File: config.mk
export PLATFORM = sky130hd
export DESIGN_NAME = scsi_port_responder
export DESIGN_NICKNAME = d
export VERILOG_FILES = /design/src/rtl/scsi_port_responder.sv
export SDC_FILE = /design/constraint.sdc
export NUM_CORES = 1
export LEC_CHECK = 0
export BUFFER_PORTS_ARGS = -buffer_cell sky130_fd_sc_hd__buf_2
export CAP_MARGIN = 20
export CORE_ASPECT_RATIO = 1.5
export CORE_UTILIZATION = 55
export CTS_CLUSTER_SIZE = 30
export DETAILED_ROUTE_END_ITERATION = 8
export PLACE_DENSITY = 0.77
export SYNTH_ARGS = -nofsm -noshare
export SYNTH_HDL_FRONTEND = slang
export SYNTH_SLANG_ARGS = --single-unit
File: constraint.sdc
create_clock -name CLK -period 2.8 [get_ports CLK]
set_input_delay 0.28 -clock CLK [delete_from_list [all_inputs] [get_ports CLK]]
set_output_delay 0.28 -clock CLK [all_outputs]
set_load 0.05 [all_outputs]
File: src/rtl/scsi_port_responder.sv
// Single-channel SCSI DMA port responder: register file, CDREQ_/DACK handshake FSM,
// device-to-host source pop and host-to-device sink push with a 16-bit transfer count.
module scsi_port_responder (
    input  logic       CLK,
    input  logic       RESET,
    input  logic       SCSI_CS,
    input  logic [1:0] ADDR,
    input  logic       RE,
    input  logic       WE,
    input  logic       DACK,
    input  logic [7:0] DIN,
    output logic [7:0] DOUT,
    output logic       CDREQ_,
    output logic       INT,
    input  logic [7:0] SRC_DATA,
    input  logic       SRC_VALID,
    output logic       SRC_POP,
    output logic [7:0] SNK_DATA,
    output logic       SNK_PUSH
);
    typedef enum logic [2:0] {S_IDLE, S_REQ, S_XRD, S_XWR, S_RECOV} state_t;

    state_t      r_state;
    logic        r_dir, r_en, r_done, r_ovr;
    logic [15:0] r_tc;
    logic [7:0]  r_dout, r_wbuf, r_snk_data;
    logic        r_cdreq_n, r_src_pop, r_snk_push;
    logic        r_wr_seen, r_cs_d, r_stat_rd;

    logic        w_reg_wr, w_reg_rd, w_cs_fall, w_busy, w_tc_last;
    logic [15:0] w_tc_dec;
    logic [7:0]  w_status, w_rd_mux;

    assign w_reg_wr  = SCSI_CS & WE & ~r_wr_seen;
    assign w_reg_rd  = SCSI_CS & RE;
    assign w_cs_fall = r_cs_d & ~SCSI_CS;
    assign w_busy    = (r_state != S_IDLE);
    assign w_status  = {5'd0, r_ovr, w_busy, r_done};
    // Count saturates at zero; a zero count can never start a transfer anyway.
    assign w_tc_dec  = (r_tc != 16'd0) ? r_tc - 16'd1 : 16'd0;
    assign w_tc_last = (r_tc == 16'd1);

    always_comb begin
        w_rd_mux = 8'd0;
        case (ADDR)
            2'd0:    w_rd_mux = {6'd0, r_en, r_dir};
            2'd1:    w_rd_mux = r_tc[7:0];
            2'd2:    w_rd_mux = r_tc[15:8];
            default: w_rd_mux = w_status;
        endcase
    end

    always_ff @(posedge CLK or posedge RESET) begin
        if (RESET) begin
            r_state    <= S_IDLE;
            r_dir      <= 1'b0;
            r_en       <= 1'b0;
            r_done     <= 1'b0;
            r_ovr      <= 1'b0;
            r_tc       <= 16'd0;
            r_dout     <= 8'd0;
            r_wbuf     <= 8'd0;
            r_snk_data <= 8'd0;
            r_cdreq_n  <= 1'b1;
            r_src_pop  <= 1'b0;
            r_snk_push <= 1'b0;
            r_wr_seen  <= 1'b0;
            r_cs_d     <= 1'b0;
            r_stat_rd  <= 1'b0;
        end else begin
            r_wr_seen  <= SCSI_CS & WE;
            r_cs_d     <= SCSI_CS;
            r_src_pop  <= 1'b0;
            r_snk_push <= 1'b0;

            if (w_reg_rd) begin
                r_dout <= w_rd_mux;
                if (ADDR == 2'd3)
                    r_stat_rd <= 1'b1;
            end
            // Sticky flags clear once the STATUS reader lets go of chip select.
            if (w_cs_fall && r_stat_rd) begin
                r_done    <= 1'b0;
                r_ovr     <= 1'b0;
                r_stat_rd <= 1'b0;
            end
            if (w_reg_wr) begin
                case (ADDR)
                    2'd0: begin
                        r_dir <= DIN[0];
                        r_en  <= DIN[1];
                    end
                    2'd1: if (!w_busy) r_tc[7:0]  <= DIN;
                    2'd2: if (!w_busy) r_tc[15:8] <= DIN;
                    default: ;
                endcase
            end
            if (SCSI_CS && DACK)
                r_ovr <= 1'b1;

            // EN is only consulted in IDLE, so clearing it mid-byte lets that byte finish.
            case (r_state)
                S_IDLE: if (!SCSI_CS) begin
                    if (DACK)
                        r_ovr <= 1'b1;
                    else if (r_en && r_tc != 16'd0 && (!r_dir || SRC_VALID)) begin
                        r_state   <= S_REQ;
                        r_cdreq_n <= 1'b0;
                    end
                end
                S_REQ: if (!SCSI_CS) begin
                    if (DACK && RE && r_dir) begin
                        r_state   <= S_XRD;
                        r_dout    <= SRC_DATA;
                        r_cdreq_n <= 1'b1;
                    end else if (DACK && WE && !r_dir) begin
                        r_state   <= S_XWR;
                        r_wbuf    <= DIN;
                        r_cdreq_n <= 1'b1;
                    end else if (DACK && (RE || WE))
                        r_ovr <= 1'b1;
                    else if (r_dir && !SRC_VALID) begin
                        r_state   <= S_IDLE;
                        r_cdreq_n <= 1'b1;
                    end
                end
                S_XRD: if (!SCSI_CS && !DACK) begin
                    r_src_pop <= 1'b1;
                    r_tc      <= w_tc_dec;
                    r_state   <= S_RECOV;
                    if (w_tc_last) begin
                        r_done <= 1'b1;
                        r_en   <= 1'b0;
                    end
                end
                S_XWR: if (!SCSI_CS) begin
                    if (DACK) begin
                        if (WE)
                            r_wbuf <= DIN;
                    end else begin
                        r_snk_data <= r_wbuf;
                        r_snk_push <= 1'b1;
                        r_tc       <= w_tc_dec;
                        r_state    <= S_RECOV;
                        if (w_tc_last) begin
                            r_done <= 1'b1;
                            r_en   <= 1'b0;
                        end
                    end
                end
                S_RECOV: begin
                    if (DACK && !SCSI_CS)
                        r_ovr <= 1'b1;
                    r_state <= S_IDLE;
                end
                default: r_state <= S_IDLE;
            endcase
        end
    end

    assign DOUT     = r_dout;
    assign CDREQ_   = r_cdreq_n;
    assign INT      = r_done;
    assign SRC_POP  = r_src_pop;
    assign SNK_DATA = r_snk_data;
    assign SNK_PUSH = r_snk_push;
endmodule

### After elaboration in Yosys (flattened, before gate mapping)

Index checks and enable logic that the tools add are counted.

* output and inout port bits: 20
* register bits after elaboration: 53
* word-level logic and storage cells: 150
* input bits: 25

* bitwise operators: 7
* $add $sub $neg: 1
* equal/unequal tests: 21
* reductions and logical operators: 32
* multiplexer cells: 74

Operator list (count)
* $mux 8: 14
* $mux 16: 5
* $mux 1: 36
* $mux 3: 11
* $pmux 16 s2: 1
* $pmux 8 s3: 1
* $ne 2x2->1 const B: 11
* $eq 16x1->1 const B: 1
* $pmux 8 s2: 1
* $reduce_bool 16->1: 1
* $sub 16x1->16 const B: 1
* $reduce_and 7->1: 2
* $logic_and 1x1->1: 12
* $pmux 3 s4: 1
* $reduce_and 9->1: 1
* $ne 4x4->1 const B: 2
* $reduce_bool 2->1: 4
* $eq 3x2->1 const B: 2
* $pmux 1 s2: 3
* $and 1x1->1: 4
* $eq 2x2->1 const B: 2
* $logic_not 1->1: 4
* $reduce_and 2->1: 2
* $eq 3x1->1 const B: 1
* 9 further kinds: 12

### Longest topological paths before layout

* depth in word-level cells: 10
* depth in mapped cells: 8

### Worst setup path before layout

No wires, ideal clock.

* path type: register -> register
* start point: register r_tc[11]
* end point: register r_tc[7]
* period minus slack after synthesis: 1991 ps
* data required time: 2674 ps
* path buffers: 2
* library setup time: 126 ps
* stages on the path, launching flop included: 8
* setup slack: 809 ps
* arrival time: 1865 ps
* cells stage by stage: dfrtp_1 or4_4 nor4_4 a21o_1 buf_6 buf_6 a21oi_1 a221o_1

* cells in the longest elaborated chain, start to end: 5
* elaborated cells between the ends (all ways): 6

Ends and longest elaborated chain
* start, declared: RTL line 25 `logic [15:0] r_tc;`
* start signal, assigned: RTL line 129 `r_tc <= w_tc_dec;`
* start signal, assigned: RTL line 143 `r_tc <= w_tc_dec;`
* $reduce_bool 16->1 (*): RTL line 40 `assign w_tc_dec = (r_tc != 16'd0) ? r_tc - 16'd1 : 16'd0;`
* $mux 16 (*): RTL line 40
* $mux 16: RTL line 137 `if (DACK) begin`
* $mux 16: RTL line 136 `S_XWR: if (!SCSI_CS) begin`
* $pmux 16 s2 (*): RTL line 102 `case (r_state)`

Every way passes the cells marked *; elsewhere a longest branch is shown, timed or not.
A chain may end at the register's enable or synchronous reset.

### Final worst setup path

* start point: register r_tc[11]
* end point: register r_tc[3]

Same word-level chain as after synthesis.

==> summary.md <==
| Metric | Value |
|---|---|
| Status | `completed` |
| DRT antenna net count | `0` |
| Max incr delay on CP | `0.58 ns` |
| Yosys cell types | `50` |
| Reg2reg path depth | `5` |
| Synth Flop Type | `dfrtp_1` |
| Fill cell count | `408` |
| Via count | `2280` |
| Delay-heaviest family, CP | `compound AO/OA/AOI/OAI gates` |
| Reg2reg start | `r_tc[11]` |
| Area of the core | `4850 um^2` |
| Setup Skew | `0.00508 ns` |
| Root Driver | `clkbuf_8` |
| Critical Path Slowest Stage Cell | `or4_4` |
| Period utilization | `0.881` |
| Async S/R FF share, synth | `1.00` |
| Die Area | `5370 um^2` |
| Minimum clock period | `2.47 ns` |
| First-pass GRT wire length | `9830 um` |
| Iteration-0 DRC Markers | `106` |
| Top cells by area, synth | `dfrtp_1 (47%), mux2_2 (7.7%), nor3_1 (4.5%)` |
| Initial Utilization | `0.576` |
| Hold_buf cts | `0` |
| Comb pwr share | `0.408` |
| Clock Tree Buf Depth | `2` |
| Routed vias/inst | `5.97` |
| Average size of a mapped cell | `10.2 um^2` |
| Total gr overflow | `0` |
| DRC | `0` |
| Tot Pwr | `3100 uW` |
| Syn. warnings | `0` |
| Initial antenna violation count | `0` |
| Die Wd | `60.2 um` |
| Max-cap violation count | `0` |
| Nets | `343` |
| Crit path capture type | `flip-flop` |
| Power per cell area | `978 nW/um^2` |
| Multi-input gate area | `1340 um^2` |
| Critical Path Start Type | `flip-flop` |
| CTS buffer count | `5` |
| Reg clk slew, reported paths | `0.10 ns` |
| Final Hold Violating Endpoints | `0` |
| Area leader, netlist | `dfrtp_1` |
| Worst skew pair latency | `0.31 ns` |
| Number of gates resized after CTS | `0` |
| First-pass DRT Iterations | `4` |
| Slew Viols, Final | `0` |
| Syn Inst Count | `274` |
| Syn Nets | `302` |
| Critical path peak fanout | `18` |
| Number of global-route vias before repair | `2146` |
| Top cell type's share of synthesized area | `0.466` |
| Setup crit start | `r_tc[11]` |
| Seq pwr share | `0.422` |
| Pint | `1790 uW` |
| Die height | `89.3 um` |
| Syn Std Cell Area | `2790 um^2` |
| Pleak | `0.00147 uW` |
| Critical path depth | `5` |
| Placer Congestion | `0.890` |
| Worst path buffer plus inverter count | `0` |
| R2R Path End | `r_tc[3]` |
| Clock power frac | `0.170` |
| Slew HR | `0.602` |
| Dpl hpwl | `4510 um` |
| Syn-to-layout area delta | `13.3%` |
| R2R setup slack | `0.33 ns` |
| Share of the yosys chip area belonging to registers | `0.475` |
| Drt wl/cell | `15.9 um` |
| RSZ-0062 raised after global routing | `false` |
| Worst min path class | `primary input to async pin` |
| CTS tree | `yes` |
| IR drop worst, VDD | `0.000678 V` |
| P_sw | `1300 uW` |
| Largest net degree at the start of global routing | `28` |
| Site Rows | `31` |
| Arr. time, crit path | `2.67 ns` |
| Worst slew pin tran | `0.597 ns` |
| Yosys reg bits | `53` |
| Sequential Area | `1330 um^2` |
| Critical path cell sequence | `or4_4 > nor4_4 > a21o_1 > o22ai_1 > a221o_1` |
| Share of cells above drive strength 1 | `0.275` |
| Sink Count | `53` |
| Net Sw Frac | `0.421` |
| I/O pin cnt | `45` |
| Sum Neg Setup Slack | `0 ns` |
| Crit path to | `r_tc[3]` |
| Post-CTS Setup Inserts | `0` |
| Total GRT Usage | `0.245` |
| Critical path data required time | `3.00 ns` |
| Diode count | `0` |
| Final setup fails | `0` |
| Fmax | `405 MHz` |
| EDFF count, synth | `0` |
| Kind of critical path | `flip-flop to flip-flop` |
| H-tree depth | `2` |
| Port bufs | `44` |
| Routed wire length | `6070 um` |
## final cells by class
type                       count  area share
clock inverter                 3      0.0146
sequential                    53       0.420
timing repair buffer          49      0.0815
tap                           66      0.0261
clock buffer                   5      0.0217
multi-input combinational    195       0.423
inverter                      11      0.0130
## cell families after synthesis
family / Yosys count / synth area share
XOR/XNOR: 3 / 0.00941
multiplexers: 24 / 0.105
flip-flops: 53 / 0.475
AND/OR/NAND/NOR: 104 / 0.199
adder cells (fa/ha/maj): 3 / 0.0134
buffers and inverters: 26 / 0.0452
AO/OA/AOI/OAI: 61 / 0.153
## cell usage after synthesis, drive strengths merged, types with 4 or more instances
| cell type | count |
|---|---|
| a21o | 5 |
| a21oi | 7 |
| a221oi | 6 |
| and2 | 4 |
| buf | 8 |
| clkbuf | 7 |
| dfrtp | 52 |
| inv | 11 |
| mux2 | 19 |
| nand2 | 20 |
| nand2b | 4 |
| nor2 | 23 |
| nor3 | 25 |
| o21ai | 12 |
| o22ai | 8 |
| o41ai | 4 |
| or3 | 9 |
## how the worst min path moves through the flow
stage	to	start	slack [ns]	cells past startpoint
6_report	r_state[0]	RESET	0.01	2
3_5_place_dp	SNK_PUSH	RESET	0.37	2
4_1_cts	SNK_PUSH	RESET	0.03	2
3_3_place_gp	SNK_PUSH	RESET	0.37	2
5_1_grt	SNK_PUSH	RESET	0.06	2
2_1_floorplan	r_cs_d	SCSI_CS	0.31	0
## power by group through the flow
stage / sequential [uW] / combinational [uW] / clock [uW]
after floorplan: 1540 / 758 / 0
after global placement: 1300 / 1250 / 0
after detailed placement: 1310 / 1260 / 0
after CTS: 1300 / 1270 / 538
after global routing: 1350 / 1380 / 560
final: 1310 / 1260 / 526
## cells in the final DEF (no fill, tap or decap), types with 3 or more instances in the layout
| cell type | instances |
|---|---|
| a22oi_1 | 3 |
| buf_4 | 5 |
| nand3_1 | 3 |
| o41ai_1 | 3 |
| o21ai_0 | 12 |
| buf_2 | 44 |
| a31oi_1 | 3 |
| nor3_1 | 25 |
| a221oi_1 | 6 |
| nand4_1 | 3 |
| o211ai_1 | 3 |
| or3_4 | 3 |
| nand2_1 | 20 |
| mux2_2 | 19 |
| xnor2_1 | 3 |
| nor2_1 | 23 |
| a21o_1 | 5 |
| inv_1 | 10 |
| dfrtp_1 | 52 |
| nand2b_1 | 4 |
| o22ai_1 | 8 |
| ha_1 | 3 |
| and2_1 | 4 |
| mux2i_1 | 3 |
| a21oi_1 | 7 |
| or3_1 | 6 |
| clkbuf_8 | 5 |
## state kept, by name (all words and copies together), names as in the netlist
register   cells
CDREQ_         1
DOUT           8
INT            1
SNK_DATA       8
SNK_PUSH       1
SRC_POP        1
r_cs_d         1
r_dir          1
r_en           1
r_ovr          1
r_stat_rd      1
r_state        3
r_tc          16
r_wbuf         8
r_wr_seen      1
## through the flow
step,instances,hold WS [ns],worst slack (ns),instance area [um^2],util
final,382,0.0108,0.332,3160,0.653
after global routing,382,0.0552,0.258,3160,0.653
after CTS,382,0.0291,0.344,3160,0.653
after detailed placement,374,0.367,0.373,3050,0.629
after global placement,374,0.368,0.436,3050,0.629
after floorplan,274,0.311,0.809,2790,-
## routing by layer
| layer | part of all wire | wire [um] | global-route usage | vias to the layer above |
|---|---|---|---|---|
| met2 | 0.50 | 3050 | 0.400 | 57 |
| li1 | - | - | - | 1091 |
| met3 | 0.036 | 216 | 0.0434 | 15 |
| met5 | 0 | 0 | 0 | - |
| met1 | 0.44 | 2660 | 0.316 | 1117 |
| met4 | 0.023 | 141 | 0.104 | 0 |
## worst reg2reg max path, cell delays in order, from the launching register on
cell,delay (ns)
dfrtp_1,0.45
or4_4,0.58
nor4_4,0.28
a21o_1,0.57
o22ai_1,0.18
a221o_1,0.31
(Power assumes the default switching activity.)
